`config.mk`:
```
export PLATFORM = sky130hd
export DESIGN_NAME = alu_ctrl_mc
export DESIGN_NICKNAME = d
export VERILOG_FILES = /design/src/rtl/alu_ctrl_pkg.sv /design/src/rtl/alu_ctrl_dec.sv /design/src/rtl/alu_ctrl_mc.sv
export SDC_FILE = /design/constraint.sdc
export NUM_CORES = 1
export LEC_CHECK = 0
export BUFFER_PORTS_ARGS = -buffer_cell sky130_fd_sc_hd__buf_4
export CORE_ASPECT_RATIO = 1.4
export CORE_MARGIN = 2
export CORE_UTILIZATION = 45
export DETAILED_ROUTE_END_ITERATION = 12
export GPL_TIMING_DRIVEN = 0
export PLACE_DENSITY_LB_ADDON = 0.3
export SETUP_SLACK_MARGIN = 0.05
export SLEW_MARGIN = 0
export SYNTH_ARGS = -nofsm -noshare
export SYNTH_HDL_FRONTEND = slang
export SYNTH_SLANG_ARGS = --single-unit
```
`constraint.sdc`:
```
create_clock -name clk -period 1.6 [get_ports clk]
set_input_delay 0 -clock clk [delete_from_list [all_inputs] [get_ports clk]]
set_output_delay 0 -clock clk [all_outputs]
set_load 0.05 [all_outputs]
```
`src/rtl/alu_ctrl_pkg.sv`:
```
// Shared ALU-control definitions: ALUop encodings, ALU select codes,
// family predicates and the multi-cycle tracker state encoding.
package alu_ctrl_pkg;

  localparam int unsigned CODE_W = 5;
  typedef logic [CODE_W-1:0] code_t;

  localparam logic [1:0] ALUOP_MEM = 2'b00;
  localparam logic [1:0] ALUOP_BR  = 2'b01;
  localparam logic [1:0] ALUOP_R   = 2'b10;
  localparam logic [1:0] ALUOP_I   = 2'b11;

  localparam code_t SEL_AND    = 5'b00000;
  localparam code_t SEL_OR     = 5'b00001;
  localparam code_t SEL_ADD    = 5'b00010;
  localparam code_t SEL_XOR    = 5'b00011;
  localparam code_t SEL_SLL    = 5'b00100;
  localparam code_t SEL_SRL    = 5'b00101;
  localparam code_t SEL_SUB    = 5'b00110;
  localparam code_t SEL_SRA    = 5'b00111;
  localparam code_t SEL_SLT    = 5'b01000;
  localparam code_t SEL_SLTU   = 5'b01001;
  localparam code_t SEL_MUL    = 5'b10000;
  localparam code_t SEL_MULH   = 5'b10001;
  localparam code_t SEL_MULHSU = 5'b10010;
  localparam code_t SEL_MULHU  = 5'b10011;
  localparam code_t SEL_DIV    = 5'b10100;
  localparam code_t SEL_DIVU   = 5'b10101;
  localparam code_t SEL_REM    = 5'b10110;
  localparam code_t SEL_REMU   = 5'b10111;

  typedef enum logic {
    ST_IDLE = 1'b0,
    ST_WAIT = 1'b1
  } state_t;

  // Base-ISA op for a funct3 when funct7[5] selects nothing special
  function automatic code_t base_code(input logic [2:0] funct3);
    code_t c;
    case (funct3)
      3'b000:  c = SEL_ADD;
      3'b001:  c = SEL_SLL;
      3'b010:  c = SEL_SLT;
      3'b011:  c = SEL_SLTU;
      3'b100:  c = SEL_XOR;
      3'b101:  c = SEL_SRL;
      3'b110:  c = SEL_OR;
      default: c = SEL_AND;
    endcase
    return c;
  endfunction

  function automatic logic is_mul_code(input code_t c);
    return c[4:2] == 3'b100;
  endfunction

  function automatic logic is_div_code(input code_t c);
    return c[4:2] == 3'b101;
  endfunction

endpackage

```
`src/rtl/alu_ctrl_dec.sv`:
```
// Combinational ALUop/funct decoder producing the ALU select code and
// op classification flags.
module alu_ctrl_dec
  import alu_ctrl_pkg::*;
#(
  parameter int unsigned SEL_W    = 5,
  parameter bit          ENABLE_M = 1'b1
) (
  input  logic [1:0]       aluop,
  input  logic [2:0]       funct3,
  input  logic             funct7_5,
  input  logic             funct7_0,
  output logic [SEL_W-1:0] sel,
  output logic             illegal,
  output logic             is_mc,
  output logic             is_div
);

  code_t code;
  logic  bad;

  always_comb begin
    code = SEL_ADD;
    bad  = 1'b0;
    case (aluop)
      ALUOP_MEM: code = SEL_ADD;
      ALUOP_BR:  code = SEL_SUB;
      ALUOP_R: begin
        if (funct7_0) begin
          // M-extension: funct3 indexes MUL..REMU directly
          if (funct7_5 || !ENABLE_M) bad = 1'b1;
          else                       code = {2'b10, funct3};
        end else if (funct7_5) begin
          if      (funct3 == 3'b000) code = SEL_SUB;
          else if (funct3 == 3'b101) code = SEL_SRA;
          else                       bad  = 1'b1;
        end else begin
          code = base_code(funct3);
        end
      end
      default: begin
        // Immediate forms: funct7[5] only matters for the shift encodings
        if      (funct3 == 3'b001 && funct7_5) bad  = 1'b1;
        else if (funct3 == 3'b101 && funct7_5) code = SEL_SRA;
        else                                   code = base_code(funct3);
      end
    endcase
    if (bad) code = SEL_ADD;
  end

  assign sel     = SEL_W'(code);
  assign illegal = bad;
  assign is_mc   = !bad && (is_mul_code(code) || is_div_code(code));
  assign is_div  = !bad && is_div_code(code);

endmodule

```
`src/rtl/alu_ctrl_mc.sv`:
```
// Registered ALU control with multi-cycle MUL/DIV latency tracking and
// an in_ready/mc_busy/mc_done handshake toward the hazard unit.
module alu_ctrl_mc
  import alu_ctrl_pkg::*;
#(
  parameter int unsigned SEL_W    = 5,
  parameter bit          ENABLE_M = 1'b1,
  parameter int unsigned MUL_LAT  = 3,
  parameter int unsigned DIV_LAT  = 33,
  parameter int unsigned CNT_W    = 6
) (
  input  logic             clk,
  input  logic             rst,
  input  logic             flush,
  input  logic             in_valid,
  output logic             in_ready,
  input  logic [1:0]       ALUop,
  input  logic [2:0]       funct3,
  input  logic             funct7_5,
  input  logic             funct7_0,
  output logic [SEL_W-1:0] alu_sel,
  output logic             sel_valid,
  output logic             illegal,
  output logic             is_mc,
  output logic             mc_busy,
  output logic             mc_done
);

  localparam logic [CNT_W-1:0] MUL_CNT = CNT_W'(MUL_LAT - 1);
  localparam logic [CNT_W-1:0] DIV_CNT = CNT_W'(DIV_LAT - 1);

  logic [SEL_W-1:0] dec_sel;
  logic             dec_illegal, dec_is_mc, dec_is_div;

  alu_ctrl_dec #(
    .SEL_W    (SEL_W),
    .ENABLE_M (ENABLE_M)
  ) u_dec (
    .aluop    (ALUop),
    .funct3   (funct3),
    .funct7_5 (funct7_5),
    .funct7_0 (funct7_0),
    .sel      (dec_sel),
    .illegal  (dec_illegal),
    .is_mc    (dec_is_mc),
    .is_div   (dec_is_div)
  );

  state_t           state_q, state_d;
  logic [CNT_W-1:0] cnt_q, cnt_d;
  logic [SEL_W-1:0] alu_sel_d;
  logic             sel_valid_d, illegal_d, is_mc_d, mc_busy_d, mc_done_d;

  assign in_ready = (state_q == ST_IDLE) && !rst;

  always_ff @(posedge clk) begin
    if (rst) begin
      state_q   <= ST_IDLE;
      cnt_q     <= '0;
      alu_sel   <= SEL_W'(SEL_ADD);
      sel_valid <= 1'b0;
      illegal   <= 1'b0;
      is_mc     <= 1'b0;
      mc_busy   <= 1'b0;
      mc_done   <= 1'b0;
    end else begin
      state_q   <= state_d;
      cnt_q     <= cnt_d;
      alu_sel   <= alu_sel_d;
      sel_valid <= sel_valid_d;
      illegal   <= illegal_d;
      is_mc     <= is_mc_d;
      mc_busy   <= mc_busy_d;
      mc_done   <= mc_done_d;
    end
  end

  // Accept in IDLE; in WAIT, flush beats count completion
  always_comb begin
    state_d     = state_q;
    cnt_d       = cnt_q;
    alu_sel_d   = alu_sel;
    sel_valid_d = 1'b0;
    illegal_d   = illegal;
    is_mc_d     = is_mc;
    mc_busy_d   = mc_busy;
    mc_done_d   = 1'b0;
    case (state_q)
      ST_IDLE: begin
        if (in_valid) begin
          alu_sel_d   = dec_sel;
          sel_valid_d = 1'b1;
          illegal_d   = dec_illegal;
          is_mc_d     = dec_is_mc;
          if (dec_is_mc) begin
            state_d   = ST_WAIT;
            cnt_d     = dec_is_div ? DIV_CNT : MUL_CNT;
            mc_busy_d = 1'b1;
          end
        end
      end
      default: begin
        if (flush) begin
          state_d   = ST_IDLE;
          cnt_d     = '0;
          mc_busy_d = 1'b0;
        end else if (cnt_q == '0) begin
          state_d   = ST_IDLE;
          mc_busy_d = 1'b0;
          mc_done_d = 1'b1;
        end else begin
          cnt_d = cnt_q - CNT_W'(1);
        end
      end
    endcase
  end

endmodule

```
[Word level (Yosys, flattened, before mapping)]
Cells that the tools add are included.
Storage, ports and cells
  register bits: 17
  bits of input ports: 11
  output and inout port bits: 11
  logic and storage cells: 76
Operators by class
  add/subtract/negate cells: 1
  equality and inequality tests: 12
  multiplexer cells: 35
  bitwise gates (word level): 1
  reduce and logical (&&, ||, !) cells: 19
Operators with widths (count)
  6-bit 2-to-1 mux: 6
  5-bit 2-to-1 mux: 6
  4-bit one-hot mux with 7 select lines: 1
  1-bit 2-to-1 mux: 18
  3-bit equality test, second input constant: 5
  5-bit one-hot mux with 3 select lines: 1
  3-bit by 2-bit equality test with 1-bit output, second input constant: 2
  6-bit logical NOT: 1
  3-bit AND reduction: 2
  6-bit by 1-bit subtractor with 6-bit output, second input constant: 1
  1-bit logical AND: 5
  4-bit 2-to-1 mux: 1
  2-bit nonzero test: 2
  2-bit OR reduction: 2
  3-bit by 1-bit equality test with 1-bit output, second input constant: 1
  3-bit logical NOT: 1
  3-bit 2-to-1 mux: 1
  3-bit by 2-bit inequality test with 1-bit output, second input constant: 1
  3-bit inequality test, second input constant: 1
  3-bit OR reduction: 1
  2-bit by 1-bit equality test with 1-bit output, second input constant: 1
  2-bit equality test, second input constant: 1
  1-bit logical NOT: 2
  2-bit logical NOT: 1
  4 further kinds: 4

[Logic depth before layout (Yosys ltp)]
Gate-level depths: netlist of the first run.
  depth in word-level cells: 13
  mapped depth: 6

[Cells and area by module]
From an unflattened synthesis of the first run, not the netlist that was laid out.
Unflattened totals
  cell total of the unflattened synthesis: 122
  area, all modules: 992.2 um2
By module, submodules not included
  alu_ctrl_mc: instances 1, cells each 88, area an instance 748.2 um2, sequential area each 340.3 um2
  alu_ctrl_dec: instances 1, cells each 34, area an instance 244.0 um2, sequential area each 0.0 um2

[Worst setup path before layout of the first run]
Ideal clock, no wire load.
  path type: register to register
  from: register cnt_q[0]
  to: register cnt_q[3]
  setup time: 0.115 ns
  arrival time: 1.456 ns
  slack: 0.030 ns
  stages on the path, launching flop included: 7
  path buffers: 0
  clock period less this slack: 1.570 ns
  cells stage by stage: dfxtp_1 -> inv_1 -> ha_1 -> a31o_4 -> a2111oi_2 -> xnor2_1 -> nor2_1
On the way
  cells in the longest elaborated chain, start to end: 4
  elaborated cells on any way between the ends: 7
RTL lines
  start, declared: line alu_ctrl_mc.sv:50  | logic [CNT_W-1:0] cnt_q, cnt_d;
  start signal, assigned: line alu_ctrl_mc.sv:68  | cnt_q <= cnt_d;
  6-bit by 1-bit subtractor with 6-bit output: line alu_ctrl_mc.sv:112  | cnt_d = cnt_q - CNT_W'(1);
  6-bit 2-to-1 mux: line alu_ctrl_mc.sv:107  | end else if (cnt_q == '0) begin
  6-bit 2-to-1 mux: line alu_ctrl_mc.sv:103  | if (flush) begin
  6-bit 2-to-1 mux: line alu_ctrl_mc.sv:88  | case (state_q)
Parallel ways exist; a longest one is shown, timed or not. The select of a mux whose other input is x is not followed.
A chain may end at the register's enable or synchronous reset.

[Final worst setup path of the first run]
Ends and elaborated chain as after synthesis.

==> results.yml, run 1 <==
run_status:
  outcome: "completed"
logic_synthesis:
  async_reset_ff_share_pct: 0
  syn_area_per_cell_um2: 7.70
  synthTopCellsByArea: "dfxtp_1, a21oi_1, nor2_1"
  synth_edf_count: 0
  yosysTopAreaCell: "dfxtp_1"
  ys_seq_elements: 17
  yosysUniqueCellTypes: 34
  syn-num-nets: 134
  synth_warnings: 0
  synth_common_cells: "dfxtp_1, nor2_1, nand2_1, a21oi_1, o21ai_0"
  synth_ff_type: "dfxtp_1"
  synth_area_um2: 932
  yosysSeqAreaShare_pct: 36.5
  syn_inst: 121
  yosysTopAreaCellShare_pct: 36.5
global_routing:
  antenna_found_initial: 0
  grt_max_degree: 11
  gr-total-overflow: 0
  grt_pass1_wl_um: 3730
  grt_pass1_vias: 893
  grt_usage_pct: 20.2
timing:
  fin_crit_ns: 1.49
  worst_pin_slew_ns: 0.460
  slew_headroom_pct: 68.9
  final-setup-viol-count: 0
  maxSlewViolCount: 0
  fmax_ghz: 0.670
  grt_setup_unrepaired: "yes"
  clock_skew_ns: 0.00718
  holdWs_ns: 0.0294
  finalCritPeriodShare_pct: 93.3
  fin_tns_setup_ns: 0
  hold_viol: 0
setup_path:
  r2r_start: "cnt_q[0]"
  required_ns: 1.79
  arrival_ns: 1.68
  rrSetupSlack_ns: 0.11
  r2r-end: "cnt_q[3]"
  crit_fanout: 5
  ff2ff_path_depth: 6
  critPathLaunchType: "flip-flop"
  critPathKind: "reg -> reg"
  crit_path_end: "cnt_q[3]"
  cp-end-kind: "flip-flop"
  crit_start: "cnt_q[0]"
clock_network:
  cts_htree_levels: 1
  clk_transition_reported_paths_ns: 0.10
  cts_tree: "done"
  clk_latency_ns: 0.29
  cts_root_buf: "clkbuf_4"
  cts_buffers: 3
  clk_path_buf_depth: 2
  clock_sinks: 17
layout:
  final_area_um2: 1190
  syn2layout_area_growth_pct: 27.9
  antenna_cells: 0
  fill_cells: 200
  final_util_pct: 61.2
  finalNetCount: 162
  regArea_um2: 349
  drive_gt1_share_pct: 27.0
  final_cells: 169
  multiInputGateArea_um2: 578
pwr:
  cellPowerDensity_nw_per_um2: 718
  p_leak_nw: 0.488
  ir_worst_vdd_uv: 558
die:
  num_rows: 19
  core_area_um2: 1950
  die_y_um: 57.9
  start_util_pct: 47.8
  die_w_um: 42.5
  die_area_um2: 2460
  io_pins: 22
worst_hold_path:
  hold_class: "in -> reg"
routing:
  initialDrtViolationCount: 17
  drc_errors: 0
  first_pass_iters: 4
  wl_per_cell_um: 13.6
  routed_wl_um: 2300
  via_count: 948
  route.antenna.remaining_nets: 0
  vias_per_cell: 5.61
placed_design:
  dp_cells: 161
  routabilityCongestion: 0.846
  numPortBuffers: 19
  post_dp_cell_area_um2: 1100
  dp_hpwl_um: 1650
job:
  maxCapViolCount: 0
-- cells by family after synthesis --
kind of cell               after synthesis  share of synthesized area [%]
and+or+nand+nor                         55                           30.1
AOI/OAI and AO/OA                       33                           22.8
DFF                                     17                           36.5
buffers and inverters                   10                           4.16
xor gates and xnor gates                 4                           3.76
adders and majority gates                2                           2.68
-- per-layer routing --
| metal | track usage [%] | part of all wire [%] | vias to the layer above |
|---|---|---|---|
| met5 | 0 | 0 | - |
| met4 | 14.7 | 3.0 | 0 |
| met3 | 2.18 | 5.3 | 7 |
| met2 | 35.2 | 53 | 28 |
| met1 | 22.3 | 39 | 443 |
| li1 | - | - | 470 |
-- how the worst min path moves through the flow --
stage,from,to,cells past startpoint
after global routing,funct3[1],alu_sel[3],3
after floorplan,funct3[1],alu_sel[3],2
after CTS,flush,mc_busy,4
after global placement,funct3[1],alu_sel[3],3
after detailed placement,funct3[1],alu_sel[3],3
final,flush,mc_busy,4
-- area by class of cell --
class / instances / area share (%)
timing repair buffer: 23 / 14.5
multi-input combinational: 94 / 48.5
sequential: 17 / 29.3
clock inverter: 1 / 0.420
buffer: 4 / 1.36
clock buffer: 3 / 1.89
inverter: 6 / 1.89
tap: 21 / 2.20
-- registers in the layout, summed over array words and instances, names as in the netlist --
| register | flops |
|---|---|
| alu_sel | 5 |
| cnt_q | 6 |
| illegal | 1 |
| is_mc | 1 |
| mc_busy | 1 |
| mc_done | 1 |
| sel_valid | 1 |
| state_q | 1 |
-- report_power, final --
group / switching [W] / total, W / internal, W / leakage, nW
registers: 0.00000896 / 0.000442 / 0.000433 / 0.140
logic: 0.000111 / 0.000183 / 0.0000719 / 0.331
clock network: 0.000138 / 0.000231 / 0.0000930 / 0.0177
total: 0.000258 / 0.000856 / 0.000598 / 0.488
-- stage by stage --
stage	total power, W	setup WS, ns
finish	0.000856	0.107
global route	0.000890	0.0100
CTS	0.000853	0.0565
detailed placement	0.000626	-0.0766
global placement	0.000622	-0.0217
floorplan	0.000565	0.0664
-- cells in the final DEF (no fill, tap or decap), types with 2 or more instances in the layout --
cell,instances
a21oi_1,13
and2_2,2
buf_4,23
clkbuf_1,3
clkbuf_4,3
dfxtp_1,14
dfxtp_4,2
ha_1,2
inv_1,6
nand2_1,14
nand3_1,2
nand4_1,2
nor2_1,17
nor2b_1,5
nor3_1,3
o211ai_1,2
o21ai_0,8
xnor2_1,4
-- worst max-delay path: stages, from the launching register on --
cell and delay, ns:
dfxtp_4 0.36, inv_1 0.05, ha_1 0.22, a31o_4 0.26, a2111oi_4 0.30, xnor2_1 0.15
nor2_1 0.05
-- timing repair --
action,in CTS,in global routing
hold buffers,0,0
endpoints found under the hold margin,0,0
buffers inserted,2,2
pin swaps,0,2
resized for setup,6,3
setup endpoints to repair,6,7
No activity file was read; power rests on OpenSTA's default activity.
==> run 2: changes to the inputs <==
--- a/config.mk
+++ b/config.mk
@@ -16,4 +16,5 @@
 export SLEW_MARGIN = 0
 export SYNTH_ARGS = -nofsm -noshare
 export SYNTH_HDL_FRONTEND = slang
+export SYNTH_HIERARCHICAL = 1
 export SYNTH_SLANG_ARGS = --single-unit
==> results.yml, run 2 <==
run_status:
  outcome: "complete, but fails checks"
  violations: "setup timing"
layout:
  largest_register_ff_count: 6
  antenna_cells: 0
  finalNetCount: 166
  fill_cells: 184
  syn2layout_area_growth_pct: 32.4
  final_cells: 174
  layout_common_cells: "buf_4, nand2_1, a21oi_1"
  largestRegisters: "cnt_q (6), alu_sel (5)"
  drive_gt1_share_pct: 36.2
  final_util_pct: 61.8
  final_area_um2: 1310
  top_register: "cnt_q"
  final_common_cell: "buf_4"
logic_synthesis:
  yosysTopAreaCell: "dfxtp_1"
  synth_warnings: 6
  yosysTopAreaCellShare_pct: 34.3
  synthTopCellsByArea: "dfxtp_1, a21oi_1, nand2_1"
  syn-num-nets: 135
  syn_inst: 122
  ys_seq_elements: 17
  synth_ff_type: "dfxtp_1"
  synth_common_cells: "dfxtp_1, a21oi_1, nand2_1, nor2_1"
  yosysSeqAreaShare_pct: 34.3
  synth_area_um2: 992
  async_reset_ff_share_pct: 0
  yosysUniqueCellTypes: 46
  synth_edf_count: 0
  yosysMostFrequentCell: "dfxtp_1"
  syn_area_per_cell_um2: 8.13
timing:
  slew_headroom_pct: 40.4
  maxSlewViolCount: 0
  worst_pin_slew_ns: 0.882
  fin_tns_setup_ns: -0.273
  fmax_ghz: 0.591
  final-setup-viol-count: 5
  setup_slack_ns: -0.0924
  hold_viol: 0
  grt_setup_unrepaired: "yes"
  clock_skew_ns: 0.00643
  fin_crit_ns: 1.69
  finalCritPeriodShare_pct: 106
setup_path:
  path_cells: "or3_1, buf_6, or4_1, a21o_1, a221oi_2"
  max_stage_delay_ns: 0.39
  critPathLaunchType: "flip-flop"
  required_ns: 1.83
  cp-end-kind: "flip-flop"
  arrival_ns: 1.92
  crit_slowest_cell: "or4_1"
  critPathKind: "reg -> reg"
  crit_fanout: 4
clock_network:
  cts_root_buf: "clkbuf_4"
  cts_buffers: 3
  cts_tree: "done"
  clk_transition_reported_paths_ns: 0.10
  cts_htree_levels: 1
  clk_latency_ns: 0.30
  clock_sinks: 17
  clk_path_buf_depth: 2
die:
  core_area_um2: 2130
  io_pins: 22
  num_rows: 20
  die_w_um: 43.7
  die_area_um2: 2600
  die_y_um: 59.6
  start_util_pct: 46.6
routing:
  via_count: 1006
  route.antenna.remaining_nets: 0
  routed_wl_um: 2510
  vias_per_cell: 5.78
  initialDrtViolationCount: 18
  drc_errors: 0
  first_pass_iters: 4
  wl_per_cell_um: 14.4
pwr:
  ir_worst_vdd_uv: 444
  p_leak_nw: 0.545
  finalPower_w: 0.000884
  cellPowerDensity_nw_per_um2: 673
job:
  maxCapViolCount: 0
placed_design:
  routabilityCongestion: 0.768
  dp_hpwl_um: 1720
  dp_cells: 161
  post_dp_cell_area_um2: 1170
  numPortBuffers: 17
global_routing:
  grt_usage_pct: 21.0
  grt_pass1_vias: 988
  gr-total-overflow: 0
  antenna_found_initial: 0
  grt_pass1_wl_um: 4110
  grt_max_degree: 11
worst_hold_path:
  hold_class: "in -> reg"
-- run 2: cell types whose count changed after synthesis, moves of 2 or more --
cell | before | now
buf_6 | 0 | 2
o21ai_0 | 8 | 3
or4_1 | 0 | 2
and2_2 | 2 | 0
inv_1 | 6 | 2
nor2_1 | 17 | 7
xor2_1 | 0 | 2
a21oi_1 | 13 | 16
or3_1 | 0 | 3
nand2b_1 | 1 | 4
nor2b_1 | 6 | 2
nand4_1 | 2 | 0
xnor2_1 | 4 | 1
nand2_1 | 14 | 16
-- run 2: area by class of cell --
type	count	area (um2)	share of cell area [%]
inverters	4	25.0	1.90
repair buffers	26	201	15.3
well taps	22	27.5	2.10
clock inverters	1	5.00	0.381
plain buffers	9	63.8	4.86
multi-input cells	92	617	47.0
flip-flops and latches	17	352	26.8
clock buffers	3	22.5	1.71
-- run 2: what timing repair did --
action / 4_1_cts / 5_1_grt
pin swaps: 3 / 0
hold buffers: 1 / 0
gates resized for setup: 8 / 5
hold endpoints to repair: 5 / 0
setup endpoints to repair: 9 / 7
setup buffers: 8 / 0
-- run 2: routing by layer --
layer / global-route usage (%) / up-vias / part of all wire, %
met4: 13.9 / 0 / 4.9
li1: - / 500 / -
met1: 21.2 / 461 / 37
met2: 39.9 / 32 / 55
met3: 0.915 / 13 / 3.0
met5: 0 / - / 0
-- run 2: kinds of logic (layout without fill, tap and decap cells) --
kind of cell,count (synthesis),after routing,share of synthesized area (%)
buffers and inverters,13,43,7.57
XOR/XNOR,3,3,2.65
AND/OR/NAND/NOR,49,49,27.5
adder cells (fa/ha/maj),2,2,2.52
flip-flops,17,17,34.3
AO/OA/AOI/OAI,38,38,25.5
-- run 2: worst paths after layout --
kind         startpoint         end  slack [ns]  depth (start not counted)
max            cnt_q[4]    cnt_q[5]       -0.09                          5
min               flush     mc_busy        0.02                          3
max reg2reg    cnt_q[4]    cnt_q[5]       -0.09                          5
min reg2reg  alu_sel[4]  alu_sel[4]        0.46                          2
-- run 2: stage by stage --
step                hold WS, ns  worst slack, ns
finish                   0.0173          -0.0924
CTS                      0.0249          -0.0947
global route             0.0416           -0.173
floorplan                0.0620          -0.0512
detailed placement        0.222           -0.186
global placement          0.217           -0.167
-- run 2: report_power, final --
group / internal (W) / leakage [nW] / switching (W)
registers: 0.000432 / 0.141 / 0.00000804
logic: 0.0000832 / 0.386 / 0.000115
clock network: 0.0000934 / 0.0177 / 0.000152
-- run 2: critical path: cells and delay by family (launching register included) --
kind | cells | cell delay [ns]
buffers and inverters | 1 | 0.13
AND/OR/NAND/NOR | 2 | 0.76
AO/OA/AOI/OAI | 2 | 0.39
flip-flops | 1 | 0.33
==> run 3: changes to the inputs <==
--- a/config.mk
+++ b/config.mk
@@ -6,9 +6,11 @@
 export NUM_CORES = 1
 export LEC_CHECK = 0
 export BUFFER_PORTS_ARGS = -buffer_cell sky130_fd_sc_hd__buf_4
+export CELL_PAD_IN_SITES_DETAIL_PLACEMENT = 0
+export CELL_PAD_IN_SITES_GLOBAL_PLACEMENT = 1
 export CORE_ASPECT_RATIO = 1.4
 export CORE_MARGIN = 2
-export CORE_UTILIZATION = 45
+export CORE_UTILIZATION = 34
 export DETAILED_ROUTE_END_ITERATION = 12
 export GPL_TIMING_DRIVEN = 0
 export PLACE_DENSITY_LB_ADDON = 0.3
==> results.yml, run 3 (same netlist as run 2, synthesis figures left out) <==
global_routing:
  gr-total-overflow: 0
  grt_pass1_vias: 956
  grt_usage_pct: 16.3
  grt_pass1_wl_um: 4240
  antenna_found_initial: 0
  grt_max_degree: 11
placed_design:
  numPortBuffers: 17
  dp_cells: 176
  dp_hpwl_um: 1830
  routabilityCongestion: 0.770
  pre_cts_ws_ns: -0.224
  post_dp_cell_area_um2: 1190
timing:
  final-setup-viol-count: 2
  fmax_ghz: 0.614
  maxSlewViolCount: 0
  grt_setup_unrepaired: "yes"
  finalCritPeriodShare_pct: 102
  hold_viol: 0
  setup_slack_ns: -0.0285
  fin_tns_setup_ns: -0.0535
  fin_crit_ns: 1.63
  slew_headroom_pct: 42.3
  clock_skew_ns: 0.00463
  worst_pin_slew_ns: 0.853
die:
  die_area_um2: 3370
  die_y_um: 67.9
  core_area_um2: 2820
  num_rows: 23
  start_util_pct: 35.2
  io_pins: 22
  die_w_um: 49.7
pwr:
  cellPowerDensity_nw_per_um2: 717
  ir_worst_vdd_uv: 406
  p_leak_nw: 0.545
worst_hold_path:
  hold_class: "in -> reg"
job:
  maxCapViolCount: 0
layout:
  largestRegisters: "cnt_q (6), alu_sel (5)"
  fill_cells: 308
  finalNetCount: 166
  syn2layout_area_growth_pct: 34.8
  top_register: "cnt_q"
  layout_common_cells: "buf_4, nand2_1, a21oi_1"
  final_common_cell: "buf_4"
  antenna_cells: 0
  final_area_um2: 1340
  final_cells: 189
  drive_gt1_share_pct: 34.9
  largest_register_ff_count: 6
routing:
  vias_per_cell: 5.21
  drc_errors: 0
  wl_per_cell_um: 13.3
  via_count: 985
  routed_wl_um: 2510
  initialDrtViolationCount: 9
  route.antenna.remaining_nets: 0
  first_pass_iters: 3
setup_path:
  crit_fanout: 4
  critPathKind: "reg -> reg"
  arrival_ns: 1.81
  critPathLaunchType: "flip-flop"
  path_cells: "inv_4, ha_4, or3b_4, o211ai_1, or4_1, a21oi_1"
  required_ns: 1.78
  crit_slowest_cell: "or4_1"
  cp-end-kind: "flip-flop"
  max_stage_delay_ns: 0.46
  rrSetupSlack_ns: -0.03
clock_network:
  cts_buffers: 3
  cts_root_buf: "clkbuf_8"
  clk_path_buf_depth: 2
  clk_latency_ns: 0.25
  clk_transition_reported_paths_ns: 0.07
  cts_htree_levels: 1
  cts_tree: "done"
  clock_sinks: 17
run_status:
  violations: "setup timing"
  outcome: "complete, but fails checks"
## run 3: cell count changes in the layout (fill, tap and decap cells not counted)
cell      before  now
a31oi_1        0    1
clkbuf_2       2    1
a21oi_1       14   16
clkbuf_8       0    3
a21oi_2        2    0
or3_4          0    1
or3_1          3    2
clkbuf_4       3    0
a31oi_2        1    0
buf_4         25   28
buf_6          4    2
## run 3: area by class of cell
type	count	area, um2	share of cell area, %
multi-input combinational	92	608	45.5
sequential	17	352	26.3
timing repair buffer	28	213	15.9
buffer	7	47.5	3.55
tap	37	46.3	3.46
clock buffer	3	41.3	3.09
inverter	4	25.0	1.87
clock inverter	1	5.00	0.374
## run 3: where the power goes
group          switching, W  internal [W]
Combinational      0.000115     0.0000826
Sequential       0.00000713      0.000432
Clock              0.000150      0.000172
## run 3: repair_timing
item,4_1_cts,5_1_grt
resized for setup,7,2
cloned,0,0
pin swaps,4,3
setup endpoints to repair,9,5
hold buffers,1,0
setup buffers,7,3
hold endpoints to repair,4,0
## run 3: stage by stage
step                      util [%]  total power [W]  hold WS (ns)
after global routing          47.4          0.00100        0.0955
final                         47.4         0.000959        0.0624
after floorplan                  -         0.000578        0.0620
after detailed placement      42.3         0.000636         0.229
after CTS                     46.8         0.000964        0.0610
after global placement        42.3         0.000635         0.224
## run 3: critical path: cells and delay by family, from the launching register on
| kind | cells | cell delay [ns] |
|---|---|---|
| compound gates | 2 | 0.29 |
| buf+inv | 1 | 0.04 |
| flops | 1 | 0.37 |
| fa+ha+maj | 1 | 0.14 |
| simple gates | 2 | 0.72 |
## run 3: final timing paths
check | start | to | depth (start not counted)
worst max register to register | cnt_q[0] | cnt_q[4] | 6
worst max-delay path | cnt_q[0] | cnt_q[4] | 6
worst min register to register | is_mc | is_mc | 2
worst min-delay path | flush | mc_busy | 3
## run 3: metal layers
metal	wire length (um)	track usage [%]	share of wire, %
met5	0	0	0
met1	1010	16.4	40
met2	1410	33.8	56
met3	53	2.18	2.1
met4	42	5.21	1.7
